[config.mk]
export PLATFORM = sky130hd
export DESIGN_NAME = solution_reporter
export DESIGN_NICKNAME = d
export VERILOG_FILES = /design/src/rtl/solution_reporter.sv
export SDC_FILE = /design/constraint.sdc
export NUM_CORES = 1
export LEC_CHECK = 0
export ABC_AREA = 1
export BUFFER_PORTS_ARGS = -buffer_cell sky130_fd_sc_hd__clkbuf_2
export CAP_MARGIN = 30
export CORE_MARGIN = 8
export CORE_UTILIZATION = 51
export CTS_BUF_LIST = sky130_fd_sc_hd__clkbuf_4
export CTS_CLUSTER_DIAMETER = 150
export DETAILED_ROUTE_END_ITERATION = 7
export HOLD_SLACK_MARGIN = 0.02
export PLACE_DENSITY = 0.82
export RECOVER_POWER = 50
export SYNTH_ARGS = -nofsm -noshare
export SYNTH_HDL_FRONTEND = slang
export SYNTH_SLANG_ARGS = --single-unit
export TNS_END_PERCENT = 10
[constraint.sdc]
create_clock -name clk -period 5.1 [get_ports clk]
set_input_delay 0.51 -clock clk [delete_from_list [all_inputs] [get_ports clk]]
set_output_delay 0.51 -clock clk [all_outputs]
set_load 0.1 [all_outputs]
[src/rtl/solution_reporter.sv]
// solution_reporter
//   Result-side transmitter for the miner core. When the solver claims a
//   solution, the candidate nonce is latched into a frame and sent to the
//   host on a single serial wire. The block then waits for the host's
//   verdict and returns it to the controller as sol_verified (accepted) or
//   unhalt (rejected or timed out).
//
//   Frame, first bit on the wire first:
//     start(0), SYNC_BYTE LSB first, nonce LSB first, parity(^nonce), stop(1)
//
// Ports
//   clk           system clock, rising edge
//   rst           synchronous, active-high reset
//   sol_claim     solver reports a candidate (sampled in IDLE only)
//   nonce         candidate nonce, valid together with sol_claim
//   rx_ack        host accepted (sampled in WAIT_ACK only)
//   rx_nack       host rejected (sampled in WAIT_ACK only, wins over rx_ack)
//   tx_serial     serial result line, idles high
//   tx_busy       high whenever the block is not in IDLE
//   sol_verified  one-cycle pulse on accept
//   unhalt        one-cycle pulse on reject or timeout
//   reject_count  saturating count of rejects plus timeouts
//   state_dbg     current FSM state (0 IDLE, 1 SEND, 2 WAIT_ACK)
//
// Handshake: sol_claim is a single-cycle request with no ready; it is
// taken only when state_dbg reads IDLE and dropped otherwise. The verdict
// pulses go high in the same cycle tx_busy falls, so the controller can use
// either as its completion indication.
module solution_reporter #(
  parameter int          NONCE_W      = 32,
  parameter logic [7:0]  SYNC_BYTE    = 8'hA5,
  parameter int          CLKS_PER_BIT = 4,
  parameter int          ACK_TIMEOUT  = 1024
) (
  input  logic               clk,
  input  logic               rst,
  input  logic               sol_claim,
  input  logic [NONCE_W-1:0] nonce,
  input  logic               rx_ack,
  input  logic               rx_nack,
  output logic               tx_serial,
  output logic               tx_busy,
  output logic               sol_verified,
  output logic               unhalt,
  output logic [7:0]         reject_count,
  output logic [1:0]         state_dbg
);

  localparam int FRAME_BITS = NONCE_W + 11;
  localparam int BIT_W      = $clog2(FRAME_BITS);
  // Degenerate parameter values (1) still need a one-bit counter.
  localparam int CYC_W      = (CLKS_PER_BIT > 1) ? $clog2(CLKS_PER_BIT) : 1;
  localparam int TO_W       = (ACK_TIMEOUT  > 1) ? $clog2(ACK_TIMEOUT)  : 1;

  localparam logic [BIT_W-1:0] LAST_BIT = BIT_W'(FRAME_BITS - 1);
  localparam logic [CYC_W-1:0] LAST_CYC = CYC_W'(CLKS_PER_BIT - 1);
  localparam logic [TO_W-1:0]  LAST_TO  = TO_W'(ACK_TIMEOUT - 1);

  typedef enum logic [1:0] {
    ST_IDLE     = 2'd0,
    ST_SEND     = 2'd1,
    ST_WAIT_ACK = 2'd2
  } state_t;

  state_t                  state_q, state_n;
  logic [FRAME_BITS-1:0]   frame_q, frame_n;
  logic [BIT_W-1:0]        bit_q, bit_n, bit_inc;
  logic [CYC_W-1:0]        cyc_q, cyc_n;
  logic [TO_W-1:0]         to_q, to_n;
  logic                    tx_n, busy_n, ver_n, unh_n;
  logic [7:0]              cnt_n;
  logic                    reject;

  assign state_dbg = state_q;
  assign bit_inc   = bit_q + 1'b1;

  always_comb begin
    state_n = state_q;
    frame_n = frame_q;
    bit_n   = bit_q;
    cyc_n   = cyc_q;
    to_n    = to_q;
    tx_n    = tx_serial;
    busy_n  = tx_busy;
    ver_n   = 1'b0;
    unh_n   = 1'b0;
    cnt_n   = reject_count;
    reject  = 1'b0;

    case (state_q)
      ST_IDLE: begin
        tx_n   = 1'b1;
        busy_n = 1'b0;
        if (sol_claim) begin
          // Bit 0 is the start bit and goes out immediately.
          frame_n = {1'b1, ^nonce, nonce, SYNC_BYTE, 1'b0};
          state_n = ST_SEND;
          bit_n   = '0;
          cyc_n   = '0;
          tx_n    = 1'b0;
          busy_n  = 1'b1;
        end
      end

      ST_SEND: begin
        if (cyc_q == LAST_CYC) begin
          cyc_n = '0;
          if (bit_q == LAST_BIT) begin
            state_n = ST_WAIT_ACK;
            bit_n   = '0;
            to_n    = '0;
            tx_n    = 1'b1;
          end else begin
            bit_n = bit_inc;
            tx_n  = frame_q[bit_inc];
          end
        end else begin
          cyc_n = cyc_q + 1'b1;
        end
      end

      ST_WAIT_ACK: begin
        tx_n = 1'b1;
        // A verdict arriving on the last timeout cycle still counts.
        if (rx_nack) begin
          reject = 1'b1;
        end else if (rx_ack) begin
          ver_n   = 1'b1;
          busy_n  = 1'b0;
          state_n = ST_IDLE;
        end else if (to_q == LAST_TO) begin
          reject = 1'b1;
        end else begin
          to_n = to_q + 1'b1;
        end
        if (reject) begin
          unh_n   = 1'b1;
          busy_n  = 1'b0;
          state_n = ST_IDLE;
          if (reject_count != 8'hFF) cnt_n = reject_count + 8'd1;
        end
      end

      default: begin
        state_n = ST_IDLE;
        tx_n    = 1'b1;
        busy_n  = 1'b0;
      end
    endcase
  end

  always_ff @(posedge clk) begin
    if (rst) begin
      state_q      <= ST_IDLE;
      frame_q      <= '0;
      bit_q        <= '0;
      cyc_q        <= '0;
      to_q         <= '0;
      tx_serial    <= 1'b1;
      tx_busy      <= 1'b0;
      sol_verified <= 1'b0;
      unhalt       <= 1'b0;
      reject_count <= 8'd0;
    end else begin
      state_q      <= state_n;
      frame_q      <= frame_n;
      bit_q        <= bit_n;
      cyc_q        <= cyc_n;
      to_q         <= to_n;
      tx_serial    <= tx_n;
      tx_busy      <= busy_n;
      sol_verified <= ver_n;
      unhalt       <= unh_n;
      reject_count <= cnt_n;
    end
  end

endmodule

; Word-level counts from Yosys, hierarchy flattened
; Index checks and enable logic that the tools add are counted.
; W data, S select, Z words.
[word_totals]
regBits = 70
input_bits = 37
out_inout_bits = 14
word_cells = 81
[op_classes]
add_sub_neg = 4
n_lt_le_gt_ge = 1
n_eq_ne = 14
n_mux = 37
bitwise_logic = 2
n_reduce_logical = 13
[op_table]
columns = op, n
row1 = $mux W10, 5
row2 = $reduce_xor A32 Y1, 1
row3 = $pmux W10 S2, 1
row4 = $mux W6, 3
row5 = $mux W2, 8
row6 = $mux W1, 14
row7 = $ne A2 B2 Y1 const B, 6
row8 = $pmux W6 S2, 1
row9 = $add A10 B1 Y10 const B, 1
row10 = $eq A10 B10 Y1 const B, 1
row11 = $reduce_and A3 Y1, 3
row12 = $add A8 B1 Y8 const B, 1
row13 = $ne A8 B8 Y1 const B, 1
row14 = $lt A6 B7 Y1 const B, 1
row15 = $add A6 B1 Y6 const B, 1
row16 = $bmux W1 S6, 1
row17 = $eq A6 B6 Y1 const B, 1
row18 = $ne A3 B3 Y1 const B, 2
row19 = $pmux W2 S3, 1
row20 = $reduce_and A6 Y1, 1
row21 = $reduce_and A5 Y1, 1
row22 = $eq A2 B2 Y1 const B, 2
row23 = $pmux W2 S2, 1
row24 = $reduce_and A2 Y1, 2
row25 = 9 further kinds, 11

; Logic depth before layout (Yosys ltp)
[logic_depth]
depth_word = 7
ltp_mapped = 15
ltp_nobuf = 14

; Worst setup path after synthesis
; Ideal clock, no wire load.
[synth_path]
path_kind = reg2reg
startpoint = reg reject_count[1]
endpoint = reg reject_count[5]
setup_time_ns = 0.133
arrival_time_ns = 2.105
path_slack_ns = 2.861
stages_incl_launch_ff = 9
path_buffers = 0
synth_period_minus_slack_ns = 2.239
path_cell_list = dfxtp_1 -> ha_1 -> nand3_1 -> nor2_1 -> nand3_1 -> nand2_4 -> clkinv_4 -> nand2_1 -> a21oi_2
[synth_between]
elab_chain_cells = 2
[synth_rtl]
columns = item, line_no
row1 = from (decl), 45  ; output logic [7:0] reject_count,
row2 = from (signal assigned), 174  ; reject_count <= cnt_n;
row3 = "parallel branches: the longest is 2 deep, another holds $add A8 B1 Y8", --
; Several ways; the timed one is not identified.
; A chain may end at the register's enable or synchronous reset.

; Final worst setup path
[layout_path]
startpoint = reg state_q[1], in the netlist state_dbg[1]
endpoint = reg frame_q[28]
[layout_between]
elab_chain_cells = 2
[layout_rtl]
columns = item, line_no
row1 = from (decl), 65  ; state_t state_q, state_n;
row2 = from (signal assigned), 165  ; state_q <= state_n;
row3 = $logic_not A2 Y1, 90  ; case (state_q)
row4 = $reduce_and A2 Y1 (no source line), --
row5 = to (signal assigned), 166  ; frame_q <= frame_n;
row6 = to (decl), 66  ; logic [FRAME_BITS-1:0] frame_q, frame_n;
; No other way between the ends.

==> results by group <==
Detailed routing
  • Final WL: about 8500 um
  • Drt first pass iters: 4
  • Routed len/inst: 12.41 um
  • DRC errors left: 0
  • Vias per inst: 5.032
  • DR vias: 3457
  • Final ANT Viol Nets: 0
  • DRT iter0 DRCs: 187

Floorplan
  • Ports: 51
  • Initial Utilization: 52.17%
  • Rows: 31
  • DIE HEIGHT: 101.7 um
  • Die area: 10340 um2
  • Die width: 101.7 um
  • Core Region: 7176 um2

Cells and area
  • Area Growth Syn to Fin: 9.024%
  • Diode count: 0
  • Share of cells above drive strength 1: 11.39%
  • Area of the multi-input gates: 2058 um2
  • Final nets: 625
  • Seq. cell area: 1321 um2
  • Fillcell total: 705

Run status
  • Failing checks: capacitance limit, slew limit
  • Status: complete, but fails checks

STA
  • RSZ-0062 raised after global routing: no
  • Fin. Hold Viols: 0
  • Max-slew headroom: -11.36%
  • Final setup viols: 0
  • Setup TNS: 0 ps
  • Final Critical Period: 2955 ps
  • Slew @ Worst Pin: 1670 ps
  • Tcrit/Tclk final: 57.94%
  • Clock Skew: 12.49 ps
  • Max-slew violation count: 48
  • Max Fclk: 338.4 MHz

Place
  • I/O Buffers: 50
  • Post-DP HPWL: around 6300 um
  • RePlAce Congestion: just over 0.9

Global route
  • Total track usage: 17.52%
  • Initial antenna violation count: 0
  • Grt total ovfl: 0
  • Largest net degree at the start of global routing: 48
  • First-pass GRT wire length: 14680 um
  • Vias in the first global route: 3419

Setup path
  • Arr. time, crit path: ~3200 ps
  • WS Path Type: reg2reg
  • Worst path depth: 7
  • Worst Setup Start Kind: register
  • Cell Chain, Critical Path: inv_1 > nand2_1 > nor2_1 > inv_1 > clkbuf_1 > o21ai_0 > a21oi_1
  • WP data required: 5340 ps
  • Crit. End Element: register
  • Worst stage delay on the critical path: 730 ps
  • FF-to-FF path depth: 7
  • Worst-path fanout max: 47
  • Crit-path slowest cell: clkbuf_1
  • Top Family by Delay on Critical Path: buffers and inverters
  • CP bufs+invs: 3
  • Top cell by count, worst path: inv_1

Clocking
  • CTS tree: done
  • Post_cts resized: 0
  • Clock-pin slew on the worst setup and hold paths: about 100 ps
  • CTS Buf Count: 9
  • Number of H-tree levels: 3
  • Setup Buffers After CTS: 0
  • CTS root buffer: clkbuf_4
  • Longest Clk Path Bufs: 2
  • Post-CTS Hold Buffers: 0
  • CTS Sinks: 66
  • Skew-Pair Late Insertion Delay: 410 ps

Yosys
  • Yosys synthesis warning count: 0
  • Post-synth top area share: 35.29%
  • Count of cell types in the netlist: 32
  • Syn_nets: 584
  • Yosys top cell by area: dfxtp_1
  • Largest cells by area after synthesis: dfxtp_1 35%, nand2_1 14%, xnor2_1 6.8%
  • Sequential-to-total area share from yosys stat: 35.29%
  • Synth Register Bits: 66
  • Mapped Area: 3744 um2
  • Syn avg cell area: 6.907 um2
  • Cell count after synthesis: 542

Power
  • Static leakage: 1.753 nW
  • Maximum vdd drop: 0.0001414 V
  • Power Dens Cells: 299.8 nW/um2
  • Total Power: 1.223 mW

Hold path
  • Hold crit path type: in2reg
  • Hold path depth: 2

Run
  • Max-capacitance violation count: 1
state kept, by name, indices dropped and copies added (netlist names), 2 cells and up:
signal,cells
frame_q,34
to_q,10
cyc_q,2
reject_count,8
state_dbg,2
bit_q,6
power by group:
part	switching (mW)	internal (mW)
combinational	0.216	0.102
sequential	0.0223	0.555
clock	0.174	0.155
total	0.412	0.811
synthesized netlist by cell type:
cell type  count
inv_2          3
clkinv_1       1
a21oi_2        7
nor3_2         1
xnor2_1       29
clkbuf_1      14
nand2_4        1
nor2_2         2
nand3_1       38
buf_2          3
inv_1         52
ha_1           5
nor2_4         3
dfxtp_1       66
o21ai_1        1
nor3_1         6
xor2_2         1
o21ai_0       39
nand4_1        2
o31ai_2        1
a21oi_1       42
buf_6          2
buf_4          2
nand3b_4       1
nand2b_1       1
nand2_1      139
o21ai_2        2
nand2_2        4
xor2_1        21
nor2_1        49
o211ai_1       3
clkinv_4       1
kinds of logic (layout without fill, tap and decap cells):
group / count (synthesis) / in the layout / synth area share [%]
buffers and inverters: 78 / 124 / 8.656
DFF: 66 / 66 / 35.29
adders and majority gates: 5 / 5 / 1.671
and+or+nand+nor: 247 / 247 / 28.24
xor gates and xnor gates: 51 / 51 / 12.13
AOI/OAI and AO/OA: 95 / 95 / 14.00
worst reg2reg max path: stages (launching register included):
cell and delay [ps]:
dfxtp_1 320, inv_1 80, nand2_1 50, nor2_1 660
inv_1 390, clkbuf_1 730, o21ai_0 470, a21oi_1 80
placed cells by master (no fill, tap or decap), types with 2 or more instances in the layout:
| master | count |
|---|---|
| xnor2_1 | 29 |
| xor2_1 | 21 |
| dfxtp_1 | 66 |
| nor3_1 | 6 |
| a21oi_1 | 44 |
| clkbuf_1 | 16 |
| clkbuf_4 | 11 |
| ha_1 | 5 |
| inv_2 | 3 |
| nor2_4 | 2 |
| nor2_1 | 51 |
| nand2_1 | 141 |
| clkbuf_2 | 35 |
| nand3_1 | 38 |
| o211ai_1 | 3 |
| o21ai_0 | 40 |
| nand2_2 | 3 |
| inv_1 | 52 |
| nand4_1 | 2 |
| a21oi_2 | 5 |
| clkinv_1 | 5 |
worst paths after layout:
kind                                    from           end  slack [ps]
worst max-delay path            state_dbg[1]   frame_q[28]        2150
worst min-delay path                 rx_nack  sol_verified         280
worst min register to register   frame_q[16]   frame_q[16]         460
worst max register to register  state_dbg[1]   frame_q[28]        2150
layout make-up:
class	instances	area share, %
Timing Repair Buffer	51	5.763
Clock inverter	5	1.104
Tap cell	99	3.035
Multi-Input combinational cell	398	50.43
Clock buffer	11	2.023
Inverter	57	5.273
Sequential cell	66	32.37
per-stage QoR:
stage                     setup slack [ps]  hold WS, ps  instances  utilization, %  area (um2)
after floorplan                       2861        423.7        542               -        3744
after global placement                2325        445.2        671           56.02        4020
after detailed placement              2245        453.3        671           56.02        4020
after CTS                             2219        265.7        687           57.80        4148
after global routing                  1745        263.2        687           56.88        4081
final                                 2145        276.6        687           56.88        4081
per-layer routing:
| layer | share of wire [%] | global-route usage [%] | vias to the layer above | wire length (um) |
|---|---|---|---|---|
| li1 | - | - | 1809 | - |
| met4 | 1.0 | 8.362 | 0 | 87 |
| met2 | 47 | 28.82 | 70 | 4011 |
| met5 | 0 | 0 | - | 0 |
| met3 | 5.8 | 4.330 | 8 | 495 |
| met1 | 46 | 20.82 | 1570 | 3931 |
Note: power is estimated with default switching activity, not from simulation.
